--- src/rtl/shape_pkg.sv ---
`default_nettype none
// ============================================================================
// Module      : shape_pkg
// Description : Shared shape codes, scan FSM state type and width helper for
//               the shape_stream column-byte generator.
// Revision    : 1.0 - initial release
// ============================================================================
package shape_pkg;

   // Shape select codes; anything above SHAPE_CROSS renders blank
   localparam int SHAPE_BLANK   = 0;
   localparam int SHAPE_FILL    = 1;
   localparam int SHAPE_HSTRIPE = 2;
   localparam int SHAPE_VSTRIPE = 3;
   localparam int SHAPE_CHECKER = 4;
   localparam int SHAPE_BOX     = 5;
   localparam int SHAPE_DIAG    = 6;
   localparam int SHAPE_CROSS   = 7;

   // Frame scan states
   typedef enum logic [1:0] {
      IDLE = 2'd0,
      SCAN = 2'd1,
      DONE = 2'd2
   } state_e;

   // Bit width for an index of 'value' entries, never narrower than one bit
   function automatic int clog2_min1(input int value);
      return (value <= 2) ? 1 : $clog2(value);
   endfunction

endpackage : shape_pkg
`default_nettype wire

--- src/rtl/shape_pixel.sv ---
`default_nettype none
// ============================================================================
// Module      : shape_pixel
// Description : Combinational map from (shape, column, page, phase) to one
//               DATA_W-bit column byte; bit b is pixel row page*DATA_W + b.
// Revision    : 1.0 - initial release
// ============================================================================
module shape_pixel
   import shape_pkg::*;
#(
   parameter int DATA_W  = 8,
   parameter int COLS    = 320,
   parameter int PAGES   = 8,
   parameter int SHAPE_W = 4,
   parameter int PHASE_W = 5,
   parameter int X_W     = $clog2(COLS),
   parameter int PAGE_W  = clog2_min1(PAGES)
) (
   input  logic [SHAPE_W-1:0] shape_i,
   input  logic [X_W-1:0]     x_i,
   input  logic [PAGE_W-1:0]  page_i,
   input  logic [PHASE_W-1:0] phase_i,
   output logic [DATA_W-1:0]  col_o
);

   localparam int H   = PAGES * DATA_W;
   localparam int Y_W = $clog2(H) + 1;
   localparam int SH  = $clog2(DATA_W);
   // Common compare width: wide enough for x+phase without overflow, for any
   // row index, and for the bit-2 taps used by the stripe/checker shapes.
   localparam int CW0 = ((X_W > PHASE_W) ? X_W : PHASE_W) + 1;
   localparam int CW1 = (CW0 > Y_W) ? CW0 : Y_W;
   localparam int CW  = (CW1 > 3) ? CW1 : 3;

   logic [CW-1:0] w_x;
   logic [CW-1:0] w_ph;
   logic [CW-1:0] w_sum;
   logic [CW-1:0] w_ybase;
   logic [31:0]   w_code;

   assign w_x     = CW'(x_i);
   assign w_ph    = CW'(phase_i);
   assign w_sum   = (w_x + w_ph) & CW'(H - 1);
   assign w_ybase = CW'(page_i) << SH;
   assign w_code  = 32'(shape_i);

   for (genvar b = 0; b < DATA_W; b++) begin : g_bit
      logic [CW-1:0] w_y;
      logic          w_pix;

      assign w_y = w_ybase | CW'(b);

      // Evaluate the selected shape rule for this pixel row
      always_comb begin
         w_pix = 1'b0;
         case (w_code)
            SHAPE_FILL:    w_pix = 1'b1;
            SHAPE_HSTRIPE: w_pix = w_y[1] ^ w_ph[0];
            SHAPE_VSTRIPE: w_pix = w_x[1] ^ w_ph[0];
            SHAPE_CHECKER: w_pix = w_x[2] ^ w_y[2] ^ w_ph[0];
            SHAPE_BOX:     w_pix = (w_x == '0) || (w_x == CW'(COLS - 1)) ||
                                   (w_y == '0) || (w_y == CW'(H - 1));
            SHAPE_DIAG:    w_pix = (w_y == w_sum);
            SHAPE_CROSS:   w_pix = (w_x == CW'(COLS / 2)) || (w_y == CW'(H / 2));
            default:       w_pix = 1'b0;
         endcase
      end

      assign col_o[b] = w_pix;
   end : g_bit

endmodule : shape_pixel
`default_nettype wire

--- src/rtl/shape_stream.sv ---
`default_nettype none
// ============================================================================
// Module      : shape_stream
// Description : Scans one display frame per start pulse, page by page and
//               column by column, emitting one shape column byte per
//               position on a valid/ready stream. Optional animation phase
//               advances once per completed frame.
// Config      : SHAPE_STREAM_ANIM_EN - enables the frame phase counter;
//               when undefined phase is tied to 0 and shapes are static.
// Revision    : 1.0 - initial release
// ============================================================================
module shape_stream
   import shape_pkg::*;
#(
   parameter int DATA_W  = 8,
   parameter int COLS    = 320,
   parameter int PAGES   = 8,
   parameter int SHAPE_W = 4,
   parameter int PHASE_W = 5,
   localparam int X_W    = $clog2(COLS),
   localparam int PAGE_W = clog2_min1(PAGES)
) (
   input  logic               clk,
   input  logic               rst_n,
   input  logic               start,
   input  logic [SHAPE_W-1:0] shape_sel,
   output logic [DATA_W-1:0]  db,
   output logic               db_valid,
   input  logic               db_ready,
   output logic [X_W-1:0]     x,
   output logic [PAGE_W-1:0]  page,
   output logic               sof,
   output logic               eol,
   output logic               busy,
   output logic               done,
   output logic [PHASE_W-1:0] phase
);

   state_e              state_q, state_d;
   logic [X_W-1:0]      x_q, x_d;
   logic [PAGE_W-1:0]   page_q, page_d;
   logic [SHAPE_W-1:0]  shape_q, shape_d;
   logic [DATA_W-1:0]   db_q, db_d;
   logic                valid_q, valid_d;
   logic                sof_q, sof_d;
   logic                eol_q, eol_d;
   logic                busy_q, busy_d;
   logic                done_q, done_d;

   logic                w_fire;
   logic                w_last_col;
   logic                w_last_page;
   logic [DATA_W-1:0]   w_col;
   logic [PHASE_W-1:0]  w_phase;

   assign w_fire      = valid_q & db_ready;
   assign w_last_col  = (x_q == X_W'(COLS - 1));
   assign w_last_page = (page_q == PAGE_W'(PAGES - 1));

`ifdef SHAPE_STREAM_ANIM_EN
   logic [PHASE_W-1:0] phase_q;

   // Advance the animation phase once per completed frame
   always_ff @(posedge clk or negedge rst_n) begin
      if (!rst_n) begin
         phase_q <= '0;
      end else if (state_q == DONE) begin
         phase_q <= phase_q + 1'b1;
      end
   end

   assign w_phase = phase_q;
`else
   assign w_phase = '0;
`endif

   // Pixel generator works on the next position so the byte is registered
   // together with its coordinates.
   shape_pixel #(
      .DATA_W  (DATA_W),
      .COLS    (COLS),
      .PAGES   (PAGES),
      .SHAPE_W (SHAPE_W),
      .PHASE_W (PHASE_W),
      .X_W     (X_W),
      .PAGE_W  (PAGE_W)
   ) u_pixel (
      .shape_i (shape_d),
      .x_i     (x_d),
      .page_i  (page_d),
      .phase_i (w_phase),
      .col_o   (w_col)
   );

   // Next-state: frame sequencing, scan counters and output flags
   always_comb begin
      state_d = state_q;
      x_d     = x_q;
      page_d  = page_q;
      shape_d = shape_q;
      valid_d = valid_q;
      busy_d  = busy_q;
      done_d  = 1'b0;

      case (state_q)
         IDLE: begin
            if (start) begin
               state_d = SCAN;
               x_d     = '0;
               page_d  = '0;
               shape_d = shape_sel;
               valid_d = 1'b1;
               busy_d  = 1'b1;
            end
         end
         SCAN: begin
            if (w_fire) begin
               if (w_last_col) begin
                  x_d = '0;
                  if (w_last_page) begin
                     state_d = DONE;
                     page_d  = '0;
                     valid_d = 1'b0;
                     done_d  = 1'b1;
                  end else begin
                     page_d = page_q + 1'b1;
                  end
               end else begin
                  x_d = x_q + 1'b1;
               end
            end
         end
         DONE: begin
            state_d = IDLE;
            busy_d  = 1'b0;
         end
         default: begin
            state_d = IDLE;
            valid_d = 1'b0;
            busy_d  = 1'b0;
         end
      endcase

      // Flags and byte follow the next position; a stalled byte is simply
      // recomputed from unchanged inputs and therefore holds.
      sof_d = valid_d && (x_d == '0) && (page_d == '0);
      eol_d = valid_d && (x_d == X_W'(COLS - 1));
      db_d  = valid_d ? w_col : '0;
   end

   // State, counters and registered outputs; reset aborts any frame
   always_ff @(posedge clk or negedge rst_n) begin
      if (!rst_n) begin
         state_q <= IDLE;
         x_q     <= '0;
         page_q  <= '0;
         shape_q <= '0;
         db_q    <= '0;
         valid_q <= 1'b0;
         sof_q   <= 1'b0;
         eol_q   <= 1'b0;
         busy_q  <= 1'b0;
         done_q  <= 1'b0;
      end else begin
         state_q <= state_d;
         x_q     <= x_d;
         page_q  <= page_d;
         shape_q <= shape_d;
         db_q    <= db_d;
         valid_q <= valid_d;
         sof_q   <= sof_d;
         eol_q   <= eol_d;
         busy_q  <= busy_d;
         done_q  <= done_d;
      end
   end

   assign db       = db_q;
   assign db_valid = valid_q;
   assign x        = x_q;
   assign page     = page_q;
   assign sof      = sof_q;
   assign eol      = eol_q;
   assign busy     = busy_q;
   assign done     = done_q;
   assign phase    = w_phase;

endmodule : shape_stream
`default_nettype wire

--- config.mk ---
export PLATFORM = sky130hd
export DESIGN_NAME = shape_stream
export DESIGN_NICKNAME = d
export VERILOG_FILES = /design/src/rtl/shape_pkg.sv /design/src/rtl/shape_pixel.sv /design/src/rtl/shape_stream.sv
export SDC_FILE = /design/constraint.sdc
export NUM_CORES = 1
export LEC_CHECK = 0
export BUFFER_PORTS_ARGS = -buffer_cell sky130_fd_sc_hd__buf_2
export CAP_MARGIN = 5
export CORE_UTILIZATION = 37
export DETAILED_ROUTE_END_ITERATION = 10
export PLACE_DENSITY = 0.59
export SYNTH_ARGS = -nofsm -noshare
export SYNTH_HDL_FRONTEND = slang
export SYNTH_SLANG_ARGS = --single-unit
--- constraint.sdc ---
create_clock -name clk -period 3 [get_ports clk]
set_input_delay 0.45 -clock clk [delete_from_list [all_inputs] [get_ports clk]]
set_output_delay 0.45 -clock clk [all_outputs]
set_load 0.005 [all_outputs]
==> run_results.csv <==
group,metric,value,unit
timing,rsz0062_at_grt,"false",
setup_path,crit_arrival,2.95,ns
setup_path,required,3.19,ns
routing,num_vias,1852,
final_layout,diodes,0,
grt,gr-total-overflow,0,
logic_synthesis,ys_seq_elements,31,
routing,wirelength,5210,µm
logic_synthesis,synth_simple_gate_area_frac,0.309,
cts,h-tree-depth,2,
routing,vias_per_cell,5.63,
timing,worstMarginPinSlew,0.866,ns
logic_synthesis,yosysTopAreaCellShare,0.372,
setup_path,reg2reg_slack,0.23,ns
place,place_congestion,0.831,
logic_synthesis,synth_cell_types,62,
setup_path,critical_path.max_fanout,10,
timing,fin_crit,2.77,ns
place,portBuffers,32,
hold_path,hold_class,"in2async",
die,core_area,5270,µm²
logic_synthesis,synthFlopType,"dfrtp_1",
die,die_area,5930,µm²
cts,tritoncts,"done",
timing,slew_headroom,0.415,
logic_synthesis,synth_fa_ha_area_frac,0.0180,
timing,fin_crit_sh,0.922,
logic_synthesis,synth_mux_area_frac,0.0480,
power,leakage,1.12,nW
setup_path,worstSetupStartpointType,"flip-flop",
setup_path,reg2reg_depth,8,
die,io_pins,38,
logic_synthesis,synth.most_common_cell,"dfrtp_1",
cts,ctsHoldBuffers,0,
cts,root_buffer,"clkbuf_8",
cts,postCtsResizedCells,0,
grt,grt_max_degree,32,
logic_synthesis,async_reset_ff_frac,1.00,
grt,grt_pass1_vias,1755,
timing,timing.hold.ws,0.219,ns
logic_synthesis,avgSynthCellArea,9.34,µm²
logic_synthesis,synth_area,2080,µm²
logic_synthesis,yosysWarnings,0,
die,rows,26,
die,initial_core_util,0.395,
timing,setup_viol,0,
grt,antenna_found_initial,0,
timing,finClkSkew,0.00816,ns
logic_synthesis,syn_inst,223,
timing,tns,0,ns
setup_path,crit_path_end_kind,"flip-flop",
run,maxCapViolCount,0,
cts,clkLatencyLatePin,0.28,ns
routing,first_iter_violations,207,
place,dp_hpwl,3920,µm
timing,fmax,361,MHz
power,ir_drop,0.161,mV
timing,slew_violations,0,
logic_synthesis,synth-edff-count,0,
logic_synthesis,synth_area_leaders,"dfrtp_1 37%, nand2_1 3.2%, nand3_1 3.1%",
cts,cts_buffers,5,
final_layout,final_net_count,271,
final_layout,drive_gt1_frac,0.255,
status,outcome,"complete, no violations",
timing,hold_viol_final,0,
die,dieWidth,77.0,µm
final_layout,area_delta_synth_final,15.3,%
die,fp.dieH,77.0,µm
logic_synthesis,ys_seq_area_frac,0.372,
setup_path,timing.rr.end,"db[2]",
logic_synthesis,yosysTopAreaCell,"dfrtp_1",
power,powerDensity,323,nW/µm²
setup_path,worstSetupPathType,"reg2reg",
cts,postCtsSetupBuffers,0,
routing,ant_nets,0,
cts,cts_max_path_buffers,2,
logic_synthesis,synth-compound-area-share,0.159,
logic_synthesis,ys_top_cells_by_count,"31 x dfrtp_1, 18 x nand2_1, 13 x nand3_1, 12 x inv_1, 11 x nor2_1",
cts,cts.clk_slew.worst_paths,0.06,ns
logic_synthesis,synthXorXnorAreaFrac,0.0252,
logic_synthesis,synth_top_family_by_area,"simple AND/OR/NAND/NOR gates",
grt,grt_pass1_wl,8990,µm
routing,drc,0,
setup_path,rr_startpoint,"x[0]",
grt,grt_util_all_layers,0.193,
final_layout,finish.utilization,0.456,
routing,dr.pass1.iters,4,
routing,wl_per_cell,15.8,µm
cts,clock-sinks,31,
power,total_power,0.776,mW
## final cells by class
class / instances / area, µm²
clock buffer: 6 / 72.6
fill: 529 / 2870
inverter: 13 / 48.8
multi-input combinational: 168 / 1190
sequential: 31 / 776
tap: 70 / 87.6
timing repair buffer: 41 / 228
## where the power goes
part           total (mW)  internal, mW  switching (mW)
logic              0.0559        0.0200          0.0359
registers           0.426         0.422         0.00407
clock network       0.294         0.154           0.140
## routing by layer
metal	vias up	global-route usage	part of all wire
li1	894	-	-
met2	67	0.287	0.45
met5	-	0	0
met1	882	0.277	0.47
met3	9	0.0429	0.067
met4	0	0.0604	0.013
## through the flow
stage               setup WS [ns]  cells  instance area [µm²]
floorplan                   0.580    227                 2100
finish                      0.233    329                 2400
detailed placement          0.254    323                 2320
global placement            0.273    323                 2320
CTS                         0.236    329                 2400
global route               0.0783    329                 2400
## registers in the layout, indices dropped and copies added, names as in the netlist
| name | flops |
|---|---|
| x | 9 |
| db | 8 |
| shape_q | 4 |
| page | 3 |
| state_q | 2 |
| busy | 1 |
| db_valid | 1 |
| done | 1 |
| eol | 1 |
| sof | 1 |
## kinds of logic (layout without fill, tap and decap cells)
group / after synthesis / count (layout)
buffers and inverters: 28 / 60
XOR/XNOR: 6 / 6
other: 1 / 5
flip-flops: 31 / 31
AND/OR/NAND/NOR: 103 / 103
multiplexers: 9 / 9
AO/OA/AOI/OAI: 42 / 42
adder cells (fa/ha/maj): 3 / 3
## worst max-delay path, stage by stage (launching register included)
cell       delay, ns
dfrtp_1         0.48
ha_1            0.29
nand4_2         0.29
o211a_1         0.35
a211o_1         0.29
nand4b_1        0.24
a2111oi_4       0.41
nor3_2          0.12
a31oi_1         0.19
## how the worst max path moves through the flow
stage          startpoint    end  slack (ns)  depth (start not counted)
4_1_cts              x[0]  db[3]        0.24                          8
6_report             x[0]  db[2]        0.23                          8
3_3_place_gp         x[0]  db[3]        0.27                          8
5_1_grt        state_q[0]  db[7]        0.08                          7
2_1_floorplan  state_q[0]  db[2]        0.58                          8
3_5_place_dp        start  db[3]        0.25                          8
## layout by cell type, fill, tap and decap left out, drive strengths merged, types with 2 or more instances in the layout
master   n
conb     5
a21oi    7
o21ai    5
nor3b    2
nor4     8
nand4    9
nand2   18
o211ai   5
xnor2    4
o32ai    2
nand3b   7
ha       3
nand3   13
nand4b   2
clkbuf   6
buf     41
inv     13
o311ai   2
or3b     3
nor2    11
mux2     2
or4      5
nor2b    3
nor3     7
dfrtp   31
o211a    3
a31oi    7
and2     4
mux2i    7
o31ai    2
or3      2
a22oi    2
nand2b   3
xor2     2
Power figures use the tool's default switching activity.
